`src/rtl/frame_buffer_arbiter.sv`:
```
// frame_buffer_arbiter
//   Shares one Avalon-MM SDRAM master port between LCD scanout burst reads and
//   single-word rasterizer writes. Scanout has strict priority because an
//   underflow corrupts the panel. A write word is never abandoned once it is on
//   the bus, and a write run is capped so scanout latency stays bounded.
// Ports
//   clock, reset                 system clock, async active-high reset
//   lcd_req/lcd_address          burst request (held until lcd_grant) and start address
//   lcd_grant                    1-cycle pulse when memory accepts the burst command
//   lcd_readdata/_readdatavalid  registered pixel words returned to scanout
//   wr_req/wr_address/wr_data/
//   wr_byteenable/wr_grant       rasterizer write word and its accept strobe
//   mem_*                        Avalon-MM master towards the memory controller
module frame_buffer_arbiter #(
    parameter int ADDR_WIDTH    = 25,
    parameter int DATA_WIDTH    = 32,
    parameter int BURST_LEN     = 8,
    parameter int MAX_WRITE_RUN = 16
) (
    input  logic                    clock,
    input  logic                    reset,
    input  logic                    lcd_req,
    input  logic [ADDR_WIDTH-1:0]   lcd_address,
    output logic                    lcd_grant,
    output logic [DATA_WIDTH-1:0]   lcd_readdata,
    output logic                    lcd_readdatavalid,
    input  logic                    wr_req,
    input  logic [ADDR_WIDTH-1:0]   wr_address,
    input  logic [DATA_WIDTH-1:0]   wr_data,
    input  logic [DATA_WIDTH/8-1:0] wr_byteenable,
    output logic                    wr_grant,
    output logic [ADDR_WIDTH-1:0]   mem_address,
    output logic [7:0]              mem_burstcount,
    output logic                    mem_read,
    output logic                    mem_write,
    output logic [DATA_WIDTH-1:0]   mem_writedata,
    output logic [DATA_WIDTH/8-1:0] mem_byteenable,
    input  logic                    mem_waitrequest,
    input  logic [DATA_WIDTH-1:0]   mem_readdata,
    input  logic                    mem_readdatavalid
);

    localparam int RUN_W = $clog2(MAX_WRITE_RUN + 1);

    typedef enum logic [1:0] {IDLE, READ_CMD, READ_DATA, WRITE} state_t;

    state_t                state, state_nxt;
    logic [ADDR_WIDTH-1:0] lcd_addr_q;
    logic [7:0]            beat_cnt;
    logic [RUN_W-1:0]      run_cnt;
    logic                  last_beat;
    logic                  run_full;

    assign last_beat = mem_readdatavalid && (beat_cnt == 8'(BURST_LEN - 1));
    // The grant being taken now is the last one allowed in this run.
    assign run_full  = (run_cnt == RUN_W'(MAX_WRITE_RUN - 1));

    always_comb begin
        state_nxt      = state;
        lcd_grant      = 1'b0;
        wr_grant       = 1'b0;
        mem_read       = 1'b0;
        mem_write      = 1'b0;
        mem_address    = '0;
        mem_burstcount = '0;
        mem_writedata  = '0;
        mem_byteenable = '0;
        unique case (state)
            IDLE: begin
                if (lcd_req)     state_nxt = READ_CMD;
                else if (wr_req) state_nxt = WRITE;
            end
            READ_CMD: begin
                mem_read       = 1'b1;
                mem_address    = lcd_addr_q;
                mem_burstcount = 8'(BURST_LEN);
                if (!mem_waitrequest) begin
                    lcd_grant = 1'b1;
                    state_nxt = READ_DATA;
                end
            end
            READ_DATA: begin
                if (last_beat) state_nxt = IDLE;
            end
            WRITE: begin
                mem_write      = wr_req;
                mem_address    = wr_address;
                mem_writedata  = wr_data;
                mem_byteenable = wr_byteenable;
                mem_burstcount = 8'd1;
                wr_grant       = wr_req && !mem_waitrequest;
                // A stalled word (wr_req & waitrequest) stays put, even if lcd_req rises.
                if (wr_grant) begin
                    if (lcd_req || run_full) state_nxt = IDLE;
                end else if (!wr_req) begin
                    state_nxt = IDLE;
                end
            end
        endcase
    end

    always_ff @(posedge clock or posedge reset) begin
        if (reset) begin
            state             <= IDLE;
            lcd_addr_q        <= '0;
            beat_cnt          <= '0;
            run_cnt           <= '0;
            lcd_readdata      <= '0;
            lcd_readdatavalid <= 1'b0;
        end else begin
            state             <= state_nxt;
            lcd_readdatavalid <= 1'b0;
            if (state == IDLE) begin
                if (lcd_req)     lcd_addr_q <= lcd_address;
                else if (wr_req) run_cnt    <= '0;
            end
            if (lcd_grant) beat_cnt <= '0;
            // Beats outside READ_DATA (stray or left over from an abandoned burst) are dropped.
            if (state == READ_DATA && mem_readdatavalid) begin
                lcd_readdata      <= mem_readdata;
                lcd_readdatavalid <= 1'b1;
                beat_cnt          <= beat_cnt + 8'd1;
            end
            if (wr_grant) run_cnt <= run_cnt + RUN_W'(1);
        end
    end

endmodule
```
`config.mk`:
```
export PLATFORM = sky130hd
export DESIGN_NAME = frame_buffer_arbiter
export DESIGN_NICKNAME = d
export VERILOG_FILES = /design/src/rtl/frame_buffer_arbiter.sv
export SDC_FILE = /design/constraint.sdc
export NUM_CORES = 1
export LEC_CHECK = 0
export BUFFER_PORTS_ARGS = -buffer_cell sky130_fd_sc_hd__buf_2
export CELL_PAD_IN_SITES_DETAIL_PLACEMENT = 1
export CELL_PAD_IN_SITES_GLOBAL_PLACEMENT = 2
export CORE_AREA = 2 2 106 160
export DETAILED_ROUTE_END_ITERATION = 12
export DIE_AREA = 0 0 108 162
export PLACE_DENSITY = 0.77
export SLEW_MARGIN = 20
export SYNTH_ARGS = -nofsm -noshare
export SYNTH_HDL_FRONTEND = slang
export SYNTH_SLANG_ARGS = --single-unit
```
`constraint.sdc`:
```
create_clock -name clock -period 2.2 [get_ports clock]
set_input_delay 0 -clock clock [delete_from_list [all_inputs] [get_ports clock]]
set_output_delay 0 -clock clock [all_outputs]
set_load 0.01 [all_outputs]
```
==> qor.yml, run 1 <==
cp_num_buf_inv: 2
dp_hpwl_um: 9320
avgSynthCellArea_sq_um: 10.0
synth-seq-cells: 73
critPathLaunchType: "flop"
clk_pin_slew_ns: 0.05
final_cell_mix: "buf_2, nand2_1, dfrtp_1, dlygate4sd3_1, and3_1"
fin_ws_ns: 0.256
worst_path_largest_cell_delay_ns: 0.52
die_y_um: 162
clock-sinks: 73
synth_edf_count: 0
cp_max_fo: 65
cp.arrival_ns: 1.94
track_usage: 0.142
critPathTopFamily: "buffers and inverters"
antenna_cells: 0
synth_adder_area_share: 0.00987
drt_pass1_iterations: 4
cts-root-buf: "clkbuf_16"
cts_buffers: 9
hold_path_class: "in2reg"
dp_slack_ns: 0.384
internal_power_mw: 4.60
synth_cell_type_count: 44
drv_cap: 0
path_class: "reg2out"
p_seq_frac: 0.316
synth-compound-area-share: 0.0481
synthMuxAreaShare: 0.148
hold_viol: 0
die_area_sq_mm: 0.0175
critPathSlowestCell: "dfrtp_2"
finalClockSkew_ns: 0.0102
path_cells: "buf_6 > mux2i_1 > nor2b_1 > buf_2"
rows: 57
setup_violations: 0
timing.hold.ws_ns: 0.0182
viasPerCell: 4.47
report.final.slew_viol_count: 0
core_area_sq_mm: 0.0160
htree_levels: 3
io_buffers: 223
power_switching_mw: 2.67
outcome: "finished clean"
ys.flop_type: "dfrtp_1"
final.period_utilization: 0.884
rsz0062_at_grt: "false"
clockBufferDepth: 2
fin_tns_setup_ns: 0
fmax_mhz: 514
synth_top_family_by_area: "simple AND/OR/NAND/NOR gates"
wl_um: 12700
syn2layout_area_growth_pct: 57.6
synth-xor-area-share: 0.00461
final_common_cell: "buf_2"
synthSimpleGateAreaFrac: 0.250
antenna_found_initial: 0
yosysSeqAreaShare: 0.481
cts_setup_buffers: 0
wire_per_inst_um: 14.8
worst_slew_margin_rel: 0.605
cp-end-kind: "output pin"
grt_pass1_vias: 4028
overflow: 0
ys_warn_count: 0
drt_iter0_markers: 146
fin_crit_ns: 1.94
cts_tree: "built"
pwr-share-clk: 0.240
syn-cell-area_sq_mm: 0.00380
layout-drive-gt1-share: 0.426
ios: 230
synthesis.instances: 379
async_reset_ff_frac: 1.00
ant_nets: 0
dieWidth_um: 108
power_density_mw_per_mm2: 1210
insertion_delay_ns: 0.33
cp.required_ns: 2.20
grt_max_degree: 67
drc_errors: 0
leakagePower_nw: 3.31
fin_nets: 778
ir_worst_vdd_mv: 0.443
grt_pass1_wl_um: 19700
vias: 3845
place_congestion: 0.759
switching_share: 0.367
worst_slew_pin_slew_ns: 0.592
initial_core_util: 0.237
pwr-share-comb: 0.444
[Yosys cell counts (2+ instances only)]
master	count	share of area
a21oi_1	2	0.0026
a22o_1	5	0.012
and3_1	38	0.063
buf_2	5	0.0066
buf_4	9	0.018
buf_6	5	0.015
clkbuf_1	9	0.0089
clkbuf_2	3	0.0039
dfrtp_1	73	0.48
ha_1	3	0.0099
inv_1	3	0.0030
inv_2	2	0.0020
mux2_2	27	0.080
mux2i_1	26	0.068
nand2_1	100	0.099
nand3_1	5	0.0066
nor2_1	3	0.0030
nor2b_1	29	0.048
nor3_1	2	0.0026
o311ai_0	3	0.0069
o41ai_1	3	0.0069
xnor2_1	2	0.0046
[through the flow]
stage | total power [mW] | util | cell area [sq um] | std cells
global placement | 5.40 | 0.315 | 5060 | 788
CTS | 7.39 | 0.373 | 5990 | 861
global route | 7.83 | 0.373 | 5990 | 861
floorplan | 4.37 | - | 3820 | 384
detailed placement | 5.52 | 0.315 | 5060 | 788
finish | 7.27 | 0.373 | 5990 | 861
[timing repair]
| action | in CTS | in global routing |
|---|---|---|
| setup endpoints to repair | 0 | 1 |
| gates resized for setup | 0 | 1 |
| hold endpoints to repair | 87 | 0 |
| hold buffers | 58 | 0 |
[logic make-up after synthesis]
group,Yosys count
multiplexers,53
adder cells (fa/ha/maj),3
buffers and inverters,36
AND/OR/NAND/NOR,188
XOR/XNOR,2
AO/OA/AOI/OAI,23
flip-flops,73
other,1
[final cells by class]
type	instances	area (sq um)
Timing Repair Buffer	287	1760
Tap cell	206	258
Sequential cell	73	1830
Clock inverter	4	98.8
Clock buffer	11	253
Multi-Input combinational cell	275	1780
Inverter	5	20.0
Fill cell	1900	10100
[sequential cells by signal, summed over array words and instances, names as in the netlist]
| signal | cells |
|---|---|
| run_cnt | 5 |
| state | 2 |
| lcd_addr_q | 25 |
| lcd_readdatavalid | 1 |
| beat_cnt | 8 |
| lcd_readdata | 32 |
[power groups by stage]
stage | clock network (mW) | logic (mW) | registers [mW]
after floorplan | 0 | 2.03 | 2.33
after global placement | 0 | 3.09 | 2.30
after detailed placement | 0 | 3.19 | 2.33
after CTS | 1.80 | 3.27 | 2.32
after global routing | 1.86 | 3.59 | 2.38
final | 1.74 | 3.23 | 2.30
[worst paths after layout]
kind,slack (ns),depth (start not counted),to,startpoint
worst min register to register,0.47,2,lcd_readdata[30],lcd_readdata[30]
worst min-delay path,0.02,3,state[0],wr_req
max in group asynchronous,1.28,4,state[1],reset
min in group asynchronous,0.28,3,lcd_addr_q[3],reset
worst max-delay path,0.26,4,mem_address[2],state[1]
worst max register to register,0.40,4,beat_cnt[2],state[0]
[per-layer routing]
metal | track usage | vias to the layer above | wire (um)
met2 | 0.277 | 172 | 7000
met1 | 0.143 | 1846 | 4510
li1 | - | 1811 | -
met4 | 0.0437 | 0 | 211
met5 | 0 | - | 0
met3 | 0.0361 | 16 | 998
[tightest hold or removal path: cells and delay by family]
kind | cells | cell delay, ns
buffers and inverters | 1 | 0.15
AND/OR/NAND/NOR | 1 | 0.07
AO/OA/AOI/OAI | 1 | 0.07
Power figures use the tool's default switching activity.
==> run 2: changes to the inputs <==
--- a/config.mk
+++ b/config.mk
@@ -12,6 +12,7 @@
 export DETAILED_ROUTE_END_ITERATION = 12
 export DIE_AREA = 0 0 108 162
 export PLACE_DENSITY = 0.77
+export REMOVE_ABC_BUFFERS = 1
 export SLEW_MARGIN = 20
 export SYNTH_ARGS = -nofsm -noshare
 export SYNTH_HDL_FRONTEND = slang
==> run 2 against run 1 <==
  * Clock skew barely moved
  * Worst setup slack gained 0.015 ns
  * Cell count grew 0.12%
  * Register-to-register slack improved by 0.17 ns
  * Largest cell class unchanged
  * Combinational power hardly changed
  * Sequential share of layout area is 0.23 points higher
  * First-iteration DRC count decreased by 8.2%
  * Critical path type unchanged
  * Critical path depth unchanged
  * Via count shrank 1.0%
  * Routed wire length increased by 0.30%
  * Highest routed layer is now met5
  * Largest power group unchanged
  * Global-route usage shrank 0.14 points
  * Power fell by 3.4%
==> qor.yml, run 2 (synthesized netlist as in run 1, its figures left out) <==
rsz0062_at_grt: "false"
fin_crit_ns: 1.93
die_area_sq_mm: 0.0175
place_congestion: 0.737
critPathLaunchType: "flop"
viasPerCell: 4.41
ios: 230
timing.hold.ws_ns: 0.0200
dieWidth_um: 108
final_common_cell: "buf_2"
cts_setup_buffers: 0
ir_worst_vdd_mv: 0.496
outcome: "finished clean"
worst_path_largest_cell_delay_ns: 0.56
io_buffers: 223
cp-end-kind: "output pin"
fmax_mhz: 518
cts-root-buf: "clkbuf_16"
htree_levels: 3
critPathSlowestCell: "dfrtp_2"
die_y_um: 162
fin_area_sq_mm: 0.00595
utilization: 0.371
hold_viol: 0
fin_nets: 778
overflow: 0
rows: 57
syn2layout_area_growth_pct: 56.6
cp_max_fo: 64
drv_cap: 0
dp_hpwl_um: 9350
core_area_sq_mm: 0.0160
cts_buffers: 9
vias: 3805
setup_violations: 0
clockBufferDepth: 2
largest_reg_flops: 32
power_density_mw_per_mm2: 1180
ant_nets: 0
antenna_cells: 0
track_usage: 0.140
cp.required_ns: 2.20
largestRegisters: "lcd_readdata x32, lcd_addr_q x25, beat_cnt x8"
drt_iter0_markers: 134
insertion_delay_ns: 0.33
grt_max_degree: 67
final_cell_mix: "buf_2, nand2_1, dfrtp_1, dlygate4sd3_1, and3_1"
leakagePower_nw: 3.28
initial_core_util: 0.237
grt_pass1_vias: 3993
finalClockSkew_ns: 0.00983
report.final.slew_viol_count: 0
final.period_utilization: 0.877
layout-drive-gt1-share: 0.427
largest_register: "lcd_readdata"
wl_um: 12800
path_cells: "buf_6 > mux2i_1 > nor2b_1 > buf_2"
wire_per_inst_um: 14.8
drt_pass1_iterations: 4
clk_pin_slew_ns: 0.06
drc_errors: 0
cp.arrival_ns: 1.93
grt_pass1_wl_um: 19600
path_class: "reg2out"
clock-sinks: 73
cp_num_buf_inv: 2
critPathTopFamily: "buffers and inverters"
cts_tree: "built"
antenna_found_initial: 1
hold_path_class: "in2reg"
dpl_cell_area_sq_mm: 0.00507
-- run 2: cell types whose count changed in the layout (fill, tap and decap cells not counted), sizes merged --
cell	delta
clkinv	+4
clkbuf	-1
inv	-1
clkinvlp	+1
bufinv	-2
-- run 2: power by group --
| group | total (mW) | internal (mW) | switching (mW) |
|---|---|---|---|
| clock network | 1.46 | 0.882 | 0.582 |
| logic | 3.24 | 1.54 | 1.70 |
| registers | 2.32 | 1.92 | 0.400 |
| total | 7.02 | 4.33 | 2.68 |
-- run 2: stage by stage --
stage | total power, mW | setup WS, ns | instances | TNS (ns)
detailed placement | 5.56 | 0.396 | 788 | 0
global placement | 5.40 | 0.457 | 788 | 0
global route | 7.57 | 0.126 | 862 | 0
CTS | 7.14 | 0.0313 | 862 | 0
floorplan | 4.19 | -1.07 | 353 | -46.31
finish | 7.02 | 0.271 | 862 | 0
-- run 2: final timing paths --
kind                             startpoint  cells after the start               end  slack, ns
setup / recovery                   state[1]                      4    mem_address[8]       0.27
hold / removal                       wr_req                      3          state[0]       0.02
setup reg to reg                 run_cnt[0]                      6          state[1]       0.57
hold reg to reg            lcd_readdata[11]                      2  lcd_readdata[11]       0.48
max in group asynchronous             reset                      4          state[0]       1.33
min in group asynchronous             reset                      3   lcd_readdata[4]       0.23
-- run 2: area by class of cell --
class | count | area (sq um)
Clock inverter | 6 | 68.8
Multi-Input combinational cell | 275 | 1780
Inverter | 5 | 20.0
Timing Repair Buffer | 287 | 1770
Sequential cell | 73 | 1830
Tap cell | 206 | 258
Clock buffer | 10 | 229
Fill cell | 1883 | 10100
-- run 2: what timing repair did --
action / CTS / global route
hold buffers: 58 / 0
endpoints found under the setup margin: 0 / 1
resized for setup: 0 / 1
hold endpoints to repair: 81 / 0
-- run 2: metal layers --
layer,vias up,share of wire,GRT usage
met3,9,0.089,0.0421
met1,1800,0.37,0.146
li1,1820,-,-
met5,-,0.0010,0
met2,174,0.53,0.271
met4,2,0.0078,0.0297
-- run 2: worst min-delay path: cells and delay by family --
| family | cells | cell delay (ns) |
|---|---|---|
| compound gates | 1 | 0.07 |
| buf+inv | 1 | 0.15 |
| simple gates | 1 | 0.08 |
==> run 3: changes to the inputs <==
--- a/config.mk
+++ b/config.mk
@@ -8,9 +8,9 @@
 export BUFFER_PORTS_ARGS = -buffer_cell sky130_fd_sc_hd__buf_2
 export CELL_PAD_IN_SITES_DETAIL_PLACEMENT = 1
 export CELL_PAD_IN_SITES_GLOBAL_PLACEMENT = 2
-export CORE_AREA = 2 2 106 160
+export CORE_AREA = 2 2 149 114
 export DETAILED_ROUTE_END_ITERATION = 12
-export DIE_AREA = 0 0 108 162
+export DIE_AREA = 0 0 151 116
 export PLACE_DENSITY = 0.77
 export REMOVE_ABC_BUFFERS = 1
 export SLEW_MARGIN = 20
==> run 3 against run 2 <==
  * Combinational power increased by 1%
  * Sequential power about the same
  * Clock skew decreased by 0.0037 ns
  * Sequential share of layout area decreased by 0.12 points
  * Routed wire length increased by 6.9%
  * Utilization increased by 0.46 points
  * Via count decreased by 0.71%
  * Non-clock buffer count increased by 2
  * Clock-buffer cell count increased by 3
  * Clock power decreased by 3%
  * Critical endpoint is now state[0]
  * Largest cell class unchanged
  * Highest routed layer is now met4
==> qor.yml, run 3 (synthesized netlist as in run 1, its figures left out) <==
outcome: "finished clean"
crit_path_start: "run_cnt[0]"
fin_area_sq_mm: 0.00598
dp_slack_ns: 0.450
initial_core_util: 0.239
insertion_delay_ns: 0.34
p_total_mw: 7.02
viasPerCell: 4.35
largestRegisters: "lcd_readdata x32, lcd_addr_q x25, beat_cnt x8"
clock-sinks: 73
cts_tree: "built"
timing.rr.start: "run_cnt[0]"
grt_max_degree: 64
drt-met1-wl_um: 5310
rsz0062_at_grt: "false"
wire_per_inst_um: 15.7
worst_path_largest_cell_delay_ns: 0.59
switching_share: 0.384
drt_pass1_iterations: 4
critPathTopFamily: "buffers and inverters"
crit_top_cell: "ha_1"
report.final.slew_viol_count: 0
drc_errors: 0
cp_max_fo: 3
setup_violations: 0
rows: 40
core_area_sq_mm: 0.0159
layout-drive-gt1-share: 0.426
internal_power_mw: 4.32
wl_um: 13600
final.period_utilization: 0.890
dp_hpwl_um: 9800
utilization: 0.375
hold_start: "mem_readdatavalid"
cts-root-buf: "clkbuf_16"
dieWidth_um: 151
worst_slew_margin_rel: 0.528
power_switching_mw: 2.70
final_cells: 869
final_common_cell: "buf_2"
ant_nets: 0
largest_register: "lcd_readdata"
critPathLaunchType: "flop"
pwr-share-clk: 0.202
antenna_found_initial: 1
cts_buffers: 9
path_class: "reg2reg"
topRoutingLayerUsed: "met4"
hold_path_class: "in2reg"
largest_reg_flops: 32
fmax_mhz: 511
cts_setup_buffers: 0
drv_cap: 0
leakagePower_nw: 3.29
ir_worst_vdd_mv: 0.722
ios: 230
fin_crit_ns: 1.96
hold_viol: 0
wl_met3_um: 1390
wl_met2_um: 6790
grt_pass1_vias: 3943
htree_levels: 3
io_buffers: 223
fin_ws_ns: 0.242
p_seq_frac: 0.331
syn2layout_area_growth_pct: 57.2
clockBufferDepth: 2
clk_pin_slew_ns: 0.05
fillerInstances: 1869
die_y_um: 116
cp-end-kind: "flop"
vias: 3778
critPathSlowestCell: "dlygate4sd3_1"
final_cell_mix: "buf_2, nand2_1, dfrtp_1, dlygate4sd3_1, and3_1"
dp.cells: 792
finalClockSkew_ns: 0.00611
track_usage: 0.155
cp.required_ns: 2.47
cp_num_buf_inv: 1
die_area_sq_mm: 0.0175
cp.arrival_ns: 2.23
fin_tns_setup_ns: 0
pwr-share-comb: 0.467
path_cells: "ha_1 > and3_1 > ha_1 > nor2_1 > a21oi_1 > o32ai_1 > dlygate4sd3_1"
dpl_cell_area_sq_mm: 0.00507
drt_iter0_markers: 69
grt_pass1_wl_um: 20700
overflow: 0
worst_slew_pin_slew_ns: 0.707
power_density_mw_per_mm2: 1170
fin_nets: 780
timing.hold.ws_ns: 0.0494
place_congestion: 0.755
-- run 3: final timing paths --
kind	slack [ns]	cells after the start	end
max in group asynchronous	1.24	4	state[0]
worst min register to register	0.47	2	lcd_readdata[21]
worst min-delay path	0.05	3	beat_cnt[6]
worst max-delay path	0.24	7	state[0]
min in group asynchronous	0.30	3	lcd_readdata[27]
worst max register to register	0.24	7	state[0]
-- run 3: repair_timing --
| action | CTS | global route |
|---|---|---|
| endpoints found under the setup margin | 0 | 1 |
| gates resized for setup | 0 | 1 |
| endpoints found under the hold margin | 96 | 0 |
| hold buffers | 60 | 0 |
-- run 3: final cells by class --
type,count,area [sq um],area share
clock buffers,13,270,0.0452
flip-flops and latches,73,1830,0.306
diodes,1,2.50,0.000419
repair buffers,289,1790,0.300
clock inverters,3,23.8,0.00398
well taps,210,263,0.0440
multi-input cells,275,1780,0.297
inverters,5,20.0,0.00335
-- run 3: power by group through the flow --
| stage | clock, mW | sequential [mW] | combinational (mW) |
|---|---|---|---|
| after floorplan | 0 | 2.55 | 1.64 |
| after CTS | 1.49 | 2.32 | 3.32 |
| after detailed placement | 0 | 2.33 | 3.24 |
| after global routing | 1.53 | 2.41 | 3.66 |
| final | 1.42 | 2.32 | 3.28 |
| after global placement | 0 | 2.30 | 3.14 |
-- run 3: worst register-to-register path: stages (launching register included) --
cell           delay [ns]
dfrtp_1              0.40
ha_1                 0.22
and3_1               0.19
ha_1                 0.20
nor2_1               0.10
a21oi_1              0.07
o32ai_1              0.11
dlygate4sd3_1        0.59
-- run 3: layer usage --
layer,GRT usage,vias to the layer above
li1,-,1825
met1,0.167,1777
met2,0.281,165
met3,0.0693,11
met4,0.0361,0
met5,0,-
